--- src/rtl/gray2bin_rr_arbiter.sv ---
// gray2bin_rr_arbiter
//   One registered Gray-to-binary conversion stage shared by N_REQ requesters
//   under round-robin arbitration. The winner's Gray word is converted and
//   captured into a single output register offered on a valid/ready port.
//
// Ports
//   clk         rising-edge clock
//   rst_n       asynchronous active-low reset
//   req         per-requester request, held until granted
//   g_in        packed Gray words, requester k at [k*W +: W]
//   gnt         one-hot combinational accept pulse
//   out_valid   output register holds an unconsumed word
//   out_ready   consumer accepts when out_valid && out_ready
//   out_bin     binary result
//   out_id      index of the requester that produced out_bin
//   conv_count  saturating count of accepted conversions
module gray2bin_rr_arbiter #(
  parameter int N_REQ = 4,
  parameter int W     = 4,
  parameter int IDW   = 2,
  parameter int CW    = 16
) (
  input  logic               clk,
  input  logic               rst_n,
  input  logic [N_REQ-1:0]   req,
  input  logic [N_REQ*W-1:0] g_in,
  output logic [N_REQ-1:0]   gnt,
  output logic               out_valid,
  input  logic               out_ready,
  output logic [W-1:0]       out_bin,
  output logic [IDW-1:0]     out_id,
  output logic [CW-1:0]      conv_count
);

  logic [IDW-1:0] ptr_reg;
  logic           valid_reg;
  logic [W-1:0]   bin_reg;
  logic [IDW-1:0] id_reg;
  logic [CW-1:0]  count_reg;

  logic [IDW-1:0] winner;
  logic           found;
  logic [IDW:0]   cand_sum;
  logic [IDW-1:0] cand;
  logic           slot_free;
  logic           accept;
  logic [IDW-1:0] ptr_next;
  logic [W-1:0]   g_sel;
  logic [W-1:0]   bin_next;
  logic [W-1:0]   g_word [N_REQ];

  // Unpack the flat Gray bus into one word per requester.
  genvar gi;
  generate
    for (gi = 0; gi < N_REQ; gi++) begin : g_unpack
      assign g_word[gi] = g_in[gi*W +: W];
    end
  endgenerate

  // Round-robin search: walk ptr, ptr+1, ... modulo N_REQ and take the first
  // active request. The sum is one bit wider so the wrap works for any N_REQ.
  always_comb begin
    winner   = '0;
    found    = 1'b0;
    cand_sum = '0;
    cand     = '0;
    for (int i = 0; i < N_REQ; i++) begin
      cand_sum = {1'b0, ptr_reg} + (IDW+1)'(i);
      if (cand_sum >= (IDW+1)'(N_REQ)) begin
        cand_sum = cand_sum - (IDW+1)'(N_REQ);
      end
      cand = cand_sum[IDW-1:0];
      if (!found && req[cand]) begin
        found  = 1'b1;
        winner = cand;
      end
    end
  end

  // The slot frees up either when empty or when the current word drains in
  // this very cycle, which gives back-to-back throughput without a bubble.
  assign slot_free = !valid_reg || out_ready;
  assign accept    = rst_n && slot_free && found;

  generate
    for (gi = 0; gi < N_REQ; gi++) begin : g_gnt
      assign gnt[gi] = accept && (winner == IDW'(gi));
    end
  endgenerate

  assign ptr_next = (winner == IDW'(N_REQ-1)) ? '0 : winner + IDW'(1);

  // Gray to binary: each binary bit is the XOR of all Gray bits at or above it.
  assign g_sel = g_word[winner];
  generate
    for (gi = 0; gi < W; gi++) begin : g_conv
      assign bin_next[gi] = ^g_sel[W-1:gi];
    end
  endgenerate

  always_ff @(posedge clk or negedge rst_n) begin
    if (!rst_n) begin
      ptr_reg   <= '0;
      valid_reg <= 1'b0;
      bin_reg   <= '0;
      id_reg    <= '0;
      count_reg <= '0;
    end else if (accept) begin
      ptr_reg   <= ptr_next;
      valid_reg <= 1'b1;
      bin_reg   <= bin_next;
      id_reg    <= winner;
      if (count_reg != '1) begin
        count_reg <= count_reg + CW'(1);
      end
    end else if (valid_reg && out_ready) begin
      valid_reg <= 1'b0;
    end
  end

  assign out_valid  = valid_reg;
  assign out_bin    = bin_reg;
  assign out_id     = id_reg;
  assign conv_count = count_reg;

endmodule
--- config.mk ---
export PLATFORM = sky130hd
export DESIGN_NAME = gray2bin_rr_arbiter
export DESIGN_NICKNAME = d
export VERILOG_FILES = /design/src/rtl/gray2bin_rr_arbiter.sv
export SDC_FILE = /design/constraint.sdc
export NUM_CORES = 1
export LEC_CHECK = 0
export CAP_MARGIN = 10
export CORE_MARGIN = 3
export CORE_UTILIZATION = 35
export DETAILED_ROUTE_END_ITERATION = 6
export PLACE_DENSITY_LB_ADDON = 0.05
export SYNTH_ARGS = -nofsm -noshare
export SYNTH_HDL_FRONTEND = slang
export SYNTH_SLANG_ARGS = --single-unit
--- constraint.sdc ---
create_clock -name clk -period 2.8 [get_ports clk]
set_input_delay 0.42 -clock clk [delete_from_list [all_inputs] [get_ports clk]]
set_output_delay 0.42 -clock clk [all_outputs]
set_load 0.01 [all_outputs]
==> impl_metrics.ini, run 1 <==
[synth]
yosys.area_share.adder = 0.04277
yosysSeqAreaShare = 0.4277
count_of_distinct_cell_types_in_the_synthesized_netlist = 39
syn_area_um2 = 1463
yosysWarningCount = 0
avgSynthCellArea_um2 = 9.686
synth.most_common_cell = sky130_fd_sc_hd__dfrtp_1
synthDominantAreaCellType = sky130_fd_sc_hd__dfrtp_1
syn-num-nets = 179
cell_types_with_the_largest_area_share_after_synthesis = sky130_fd_sc_hd__dfrtp_1 (43%), sky130_fd_sc_hd__nand3_1 (5.5%), sky130_fd_sc_hd__xnor2_1 (5.4%)
number_of_standard_cells_after_synthesis = 151
synth-compound-area-share = 0.1437
ys_dominant_reg_cell = sky130_fd_sc_hd__dfrtp_1
synth_mux_area_frac = 0.01454
dominant_combinational_cell_family_by_area_after_synthesis = simple AND/OR/NAND/NOR gates
synth.top_cell.area_share = 0.4277
synth.top_cells.by_count = sky130_fd_sc_hd__dfrtp_1 (25), sky130_fd_sc_hd__nand3_1 (16), sky130_fd_sc_hd__nand2_1 (14)
synth_enable_flop_cells = 0
synth.ff_latch_count = 25
synth-xor-area-share = 0.08982
async_reset_ff_frac = 1.000
post_synth_and_or_nand_nor_area_fraction = 0.2635

[detailed_routing]
drcViolationCount = 0
dr_wl_met3_um = 152
routedLengthMet1_um = 1523
wl_per_cell_um = 13.46
detail_route.iter0.violations = 41
route.vias.total = 1408
route.detailed.vias_per_inst = 5.196
drt_pre_antenna_iters = 4
wl_met2_um = 1892
top_signal_layer_used = met4
drt-total-wl_um = 3648
antenna_left = 0

[outcome]
status = complete, no violations

[grt]
pin_count_of_the_biggest_net_entering_global_routing = 26
grtUsageTotal = 0.1525
grt_pass1_wl_um = 6265
first_global_vias = 1385
grt_remaining_overflow = 0
grt_antenna_before_repair = 0

[power_and_ir_drop]
p_leak_nw = 1.063
worst_ir_drop_on_vdd_v = 0.0002839
power.density_nw_per_um2 = 677.1

[sta]
maxClockFrequency_mhz = 369.6
slew-limit-headroom = 0.6451
clock-skew-final_ps = 4.704
max_slew.worst_pin.slew_ps = 527.5
timing.final.max_slew_violations = 0
final_min_period_over_clock_period = 0.9663
finalSetupViolCount = 0
rsz0062_at_grt = no
final_period_minus_worst_setup_slack_ps = 2706
final.setup.worst_slack_ps = 94.33
hold_violations = 0

[cts]
cts_made_buffers = 3
clk_pin_slew_worst_paths_ps = 90
tritoncts = built
clk_root_buffer_cell = sky130_fd_sc_hd__clkbuf_8
clock_tree.buffer_depth = 2
cts.htree.levels = 1
ctsHoldBuffers = 0
clock_latency_on_the_worst_skew_pair_ps = 270
clock_sinks = 25

[placement]
dp_hpwl_um = 2865
detailedPlace.worstSlack_ps = -69.79
post-place-cells = 260
port_buffers = 49
routabilityCongestion = 0.7893

[layout]
layoutNonFillerInstCount = 271
synthToLayoutAreaGrowth_pct = 52.69
largest_register_ff_count = 16
design.final.nets = 252
post_route_cells_drive_above_1_share = 0.1928
number_of_inserted_diodes = 0

[setup_path]
start_kind = primary input
timing.critical_path.arrival_ps = 2290
worstSetupPathType = primary input to output pin
crit_fanout = 5
timing.critical_path.cells = clkdlybuf4s50_1 -> buf_4 -> a21oi_1 -> nor3_4 -> inv_2 -> buf_4 -> ha_1 -> and2_1 -> dlygate4sd2_1
required_ps = 2380
timing.critical_path.slowest_stage_cell = sky130_fd_sc_hd__clkdlybuf4s50_1
critPathMostFrequentCell = sky130_fd_sc_hd__buf_4
critPathCaptureType = output pin
timing.critical_path.slowest_cell_delay_ps = 510

[hold_path]
hold_path.class = register to register

[floorplanning]
die_w_um = 70.65
core-area_um2 = 3854
initial_utilization = 0.3795
placementRows = 22
fp.dieH_um = 70.65
top_level_ports = 50
die_area_um2 = 4991

[run]
max_cap_viol_count = 0
-- metrics by stage --
step | instance area [µm²] | TNS, ps | total power [mW] | hold slack (ps) | utilization
finish | 2233 | 0 | 1.512 | 492.5 | 0.5795
global route | 2233 | 0 | 1.620 | 534.3 | 0.5795
CTS | 2178 | 0 | 1.502 | 501.8 | 0.5653
detailed placement | 2111 | -217.6 | 1.262 | 490.3 | 0.5477
global placement | 2111 | -75.61 | 1.241 | 466.6 | 0.5477
floorplan | 1463 | 0 | 0.9180 | 124.4 | -
-- final timing paths --
check | slack, ps | cells past startpoint | startpoint | endpoint
min in group asynchronous | 630 | 2 | rst_n | conv_count[9]
hold / removal | 490 | 1 | conv_count[10] | conv_count[10]
setup reg to reg | 230 | 10 | ptr_reg[1] | out_bin[0]
max in group asynchronous | 1930 | 2 | rst_n | conv_count[1]
hold reg to reg | 490 | 1 | conv_count[10] | conv_count[10]
setup / recovery | 90 | 9 | req[1] | gnt[2]
-- power breakdown --
group          total, mW  internal, mW  switching [mW]
sequential         0.546         0.449          0.0971
combinational      0.752         0.428           0.324
clock              0.215         0.102           0.113
total               1.51         0.978           0.534
-- metal layers --
metal  vias up  global-route usage
li1        686                   -
met2        45              0.2661
met5         -                   0
met3         8             0.02131
met1       669              0.1838
met4         0             0.07516
-- worst max-delay path, delay by kind of cell --
kind,cells,cell delay [ps]
compound gates,1,60
fa+ha+maj,1,180
buf+inv,5,1190
simple gates,2,440
-- final cells by class --
type,instances,area [µm²]
clock buffer,4,45.04
multi-input combinational,119,825.8
inverter,5,18.77
tap,48,60.06
fill,343,1620
timing repair buffer,70,658.1
sequential,25,625.6
-- cell usage in the layout, fill, tap and decap left out, types with 3 or more instances in the layout --
cell type / synthesis / final
sky130_fd_sc_hd__clkdlybuf4s50_1: 0 / 42
sky130_fd_sc_hd__dfrtp_1: 25 / 25
sky130_fd_sc_hd__buf_4: 0 / 21
sky130_fd_sc_hd__nand3_1: 16 / 16
sky130_fd_sc_hd__nand2_1: 14 / 14
sky130_fd_sc_hd__o21ai_0: 10 / 10
sky130_fd_sc_hd__xnor2_1: 9 / 9
sky130_fd_sc_hd__nor2_1: 7 / 6
sky130_fd_sc_hd__nand4_1: 6 / 6
sky130_fd_sc_hd__xor2_1: 6 / 6
sky130_fd_sc_hd__nand2b_1: 5 / 5
sky130_fd_sc_hd__and3_2: 5 / 5
sky130_fd_sc_hd__ha_1: 5 / 5
sky130_fd_sc_hd__dlymetal6s2s_1: 0 / 5
sky130_fd_sc_hd__inv_1: 4 / 4
sky130_fd_sc_hd__and2_1: 4 / 4
sky130_fd_sc_hd__a21oi_1: 3 / 3
sky130_fd_sc_hd__clkbuf_8: 0 / 3
-- cell families after synthesis --
| kind of cell | Yosys count |
|---|---|
| multiplexers | 2 |
| adder cells (fa/ha/maj) | 5 |
| XOR/XNOR | 15 |
| AO/OA/AOI/OAI | 29 |
| flip-flops | 25 |
| AND/OR/NAND/NOR | 68 |
| buffers and inverters | 7 |
-- repair_timing --
action / CTS / global route
endpoints found under the setup margin: 4 / 3
setup buffers: 3 / 4
pin swaps: 1 / 1
gates resized for setup: 3 / 7
Power figures use the tool's default switching activity.
==> inputs of run 2 (changes only) <==
Settings changed: CORE_MARGIN 3 to 2, CORE_UTILIZATION 35 to 45, SETUP_SLACK_MARGIN set to 0.3.
==> run 2 against run 1 <==
Worst setup slack gained 230 ps. Cell area decreased by 1.8%. Sequential power about the same. Clock skew fell by 0.95 ps. Critical path type unchanged.
==> impl_metrics.ini, run 2 (synthesis results as in run 1) <==
[sta]
final_min_period_over_clock_period = 0.8844
final_period_minus_worst_setup_slack_ps = 2476
fin_tns_setup_ps = 0
finalSetupViolCount = 0
slew-limit-headroom = 0.5258
clock-skew-final_ps = 3.757
timing.final.max_slew_violations = 0
final.setup.worst_slack_ps = 323.7
rsz0062_at_grt = yes
max_slew.worst_pin.slew_ps = 704.8
maxClockFrequency_mhz = 403.8
hold_violations = 0

[layout]
final_cell_mix = sky130_fd_sc_hd__clkdlybuf4s50_1 (42), sky130_fd_sc_hd__dfrtp_1 (24), sky130_fd_sc_hd__buf_4 (19)
number_of_inserted_diodes = 0
layout_commonest_cell = sky130_fd_sc_hd__clkdlybuf4s50_1
design.final.nets = 250
synthToLayoutAreaGrowth_pct = 49.96
fill_cells = 248
largest_register_ff_count = 16
layoutNonFillerInstCount = 265
post_route_cells_drive_above_1_share = 0.2308

[setup_path]
reg2reg_to = out_bin[0]
timing.critical_path.arrival_ps = 2060
critPathCaptureType = output pin
timing.critical_path.slowest_cell_delay_ps = 410
start_kind = primary input
timing.critical_path.cells = clkdlybuf4s50_1 -> buf_4 -> a21oi_1 -> nor3_4 -> buf_4 -> ha_1 -> and2_1 -> dlygate4sd2_1
crit_fanout = 4
crit_path_start = req[1]
required_ps = 2380
critical_path.n_buffers_inverters = 4
worstSetupPathType = primary input to output pin
r2r.worst_path.cells = 10
timing.critical_path.slowest_stage_cell = sky130_fd_sc_hd__clkdlybuf4s50_1
r2r_slack_ps = 330
worstReg2RegStart = ptr_reg[1]
worst-path-stages = 8
endpoint = gnt[1]
gate_family_responsible_for_the_most_delay_along_the_worst_path = buffers and inverters
critPathMostFrequentCell = sky130_fd_sc_hd__buf_4

[cts]
clk_pin_slew_worst_paths_ps = 130
cts.htree.levels = 1
ctsHoldBuffers = 0
clock_tree.buffer_depth = 2
tritoncts = built
cts_made_buffers = 3
clk_root_buffer_cell = sky130_fd_sc_hd__clkbuf_4
clock_sinks = 25
clock_latency_on_the_worst_skew_pair_ps = 310

[placement]
detailedPlace.worstSlack_ps = -134.9
port_buffers = 49
post-place-cells = 254
routabilityCongestion = 0.8543
dp_hpwl_um = 2779

[floorplanning]
die_area_um2 = 3722
core-area_um2 = 3078
placementRows = 20
fp.dieH_um = 61.01
initial_utilization = 0.4752
top_level_ports = 50
die_w_um = 61.01

[power_and_ir_drop]
power.total_mw = 1.464
power_report.internal_total_mw = 0.9318
worst_ir_drop_on_vdd_v = 0.0003072
reg_power_frac = 0.371
power.density_nw_per_um2 = 667.6
switching_share = 0.3637
netSwitchingPower_mw = 0.5326
combPwrFrac = 0.521
clock_power_share = 0.108
p_leak_nw = 0.9836

[detailed_routing]
drcViolationCount = 0
wl_per_cell_um = 13.57
drt-total-wl_um = 3596
route.detailed.vias_per_inst = 5.340
detail_route.iter0.violations = 58
antenna_left = 0
drt_pre_antenna_iters = 5
route.vias.total = 1415

[grt]
grt_antenna_before_repair = 0
first_global_vias = 1357
grtUsageTotal = 0.2017
grt_pass1_wl_um = 5685
grt_remaining_overflow = 0
pin_count_of_the_biggest_net_entering_global_routing = 26

[run]
max_cap_viol_count = 0

[hold_path]
hold_path.class = register to register

[outcome]
status = complete, no violations
-- run 2: cell count changes in the layout (fill, tap and decap cells not counted), moves of 2 or more --
| cell | before | now |
|---|---|---|
| sky130_fd_sc_hd__buf_2 | 0 | 2 |
| sky130_fd_sc_hd__buf_4 | 21 | 19 |
| sky130_fd_sc_hd__clkbuf_4 | 0 | 3 |
| sky130_fd_sc_hd__clkbuf_8 | 3 | 0 |
| sky130_fd_sc_hd__dlygate4sd2_1 | 2 | 5 |
| sky130_fd_sc_hd__dlymetal6s2s_1 | 5 | 0 |
| sky130_fd_sc_hd__inv_1 | 4 | 2 |
| sky130_fd_sc_hd__inv_2 | 1 | 3 |
-- run 2: area by class of cell --
cell class / instances / area, µm² / area share
sequential: 25 / 626.9 / 0.2858
tap: 44 / 55.05 / 0.02510
multi-input combinational: 119 / 849.6 / 0.3873
inverter: 5 / 18.77 / 0.008557
timing repair buffer: 68 / 616.8 / 0.2812
clock buffer: 4 / 26.28 / 0.01198
-- run 2: layer usage --
layer | wire length (µm) | up-vias | GRT usage | share of wire
met3 | 132 | 4 | 0.01891 | 0.037
met5 | 0 | - | 0 | 0
met2 | 1922 | 49 | 0.3825 | 0.53
met4 | 51 | 0 | 0.07143 | 0.014
li1 | - | 685 | - | -
met1 | 1490 | 677 | 0.2354 | 0.41
-- run 2: timing repair --
item                       4_1_cts  5_1_grt
setup endpoints to repair        4        7
pin swaps                        4        3
resized for setup               17        7
buffers inserted                 6        1
-- run 2: power groups by stage --
stage / sequential (mW) / combinational, mW / clock [mW]
after floorplan: 0.569 / 0.349 / 0
after global placement: 0.543 / 0.674 / 0
after detailed placement: 0.548 / 0.697 / 0
after CTS: 0.541 / 0.747 / 0.163
after global routing: 0.558 / 0.831 / 0.179
final: 0.543 / 0.764 / 0.158
-- run 2: worst min path at each step --
stage	from	endpoint	slack (ps)	cells past startpoint
2_1_floorplan	rst_n	conv_count[0]	120	0
3_3_place_gp	out_bin[1]	out_bin[1]	480	2
3_5_place_dp	out_id[0]	out_id[0]	470	2
4_1_cts	out_id[0]	out_id[0]	500	2
5_1_grt	conv_count[7]	conv_count[7]	520	1
6_report	out_bin[1]	out_bin[1]	500	2
-- run 2: tightest hold or removal path: stages (launching register included) --
cell                      delay (ps)
sky130_fd_sc_hd__dfrtp_1         370
sky130_fd_sc_hd__nand2_1          50
sky130_fd_sc_hd__o31ai_1          50
-- run 2: stage by stage --
| stage | hold slack, ps | area (µm²) | utilization |
|---|---|---|---|
| finish | 496.4 | 2193 | 0.7126 |
| global route | 522.4 | 2193 | 0.7126 |
| CTS | 503.1 | 2177 | 0.7073 |
| detailed placement | 473.4 | 2091 | 0.6793 |
| global placement | 476.5 | 2091 | 0.6793 |
| floorplan | 124.4 | 1463 | - |
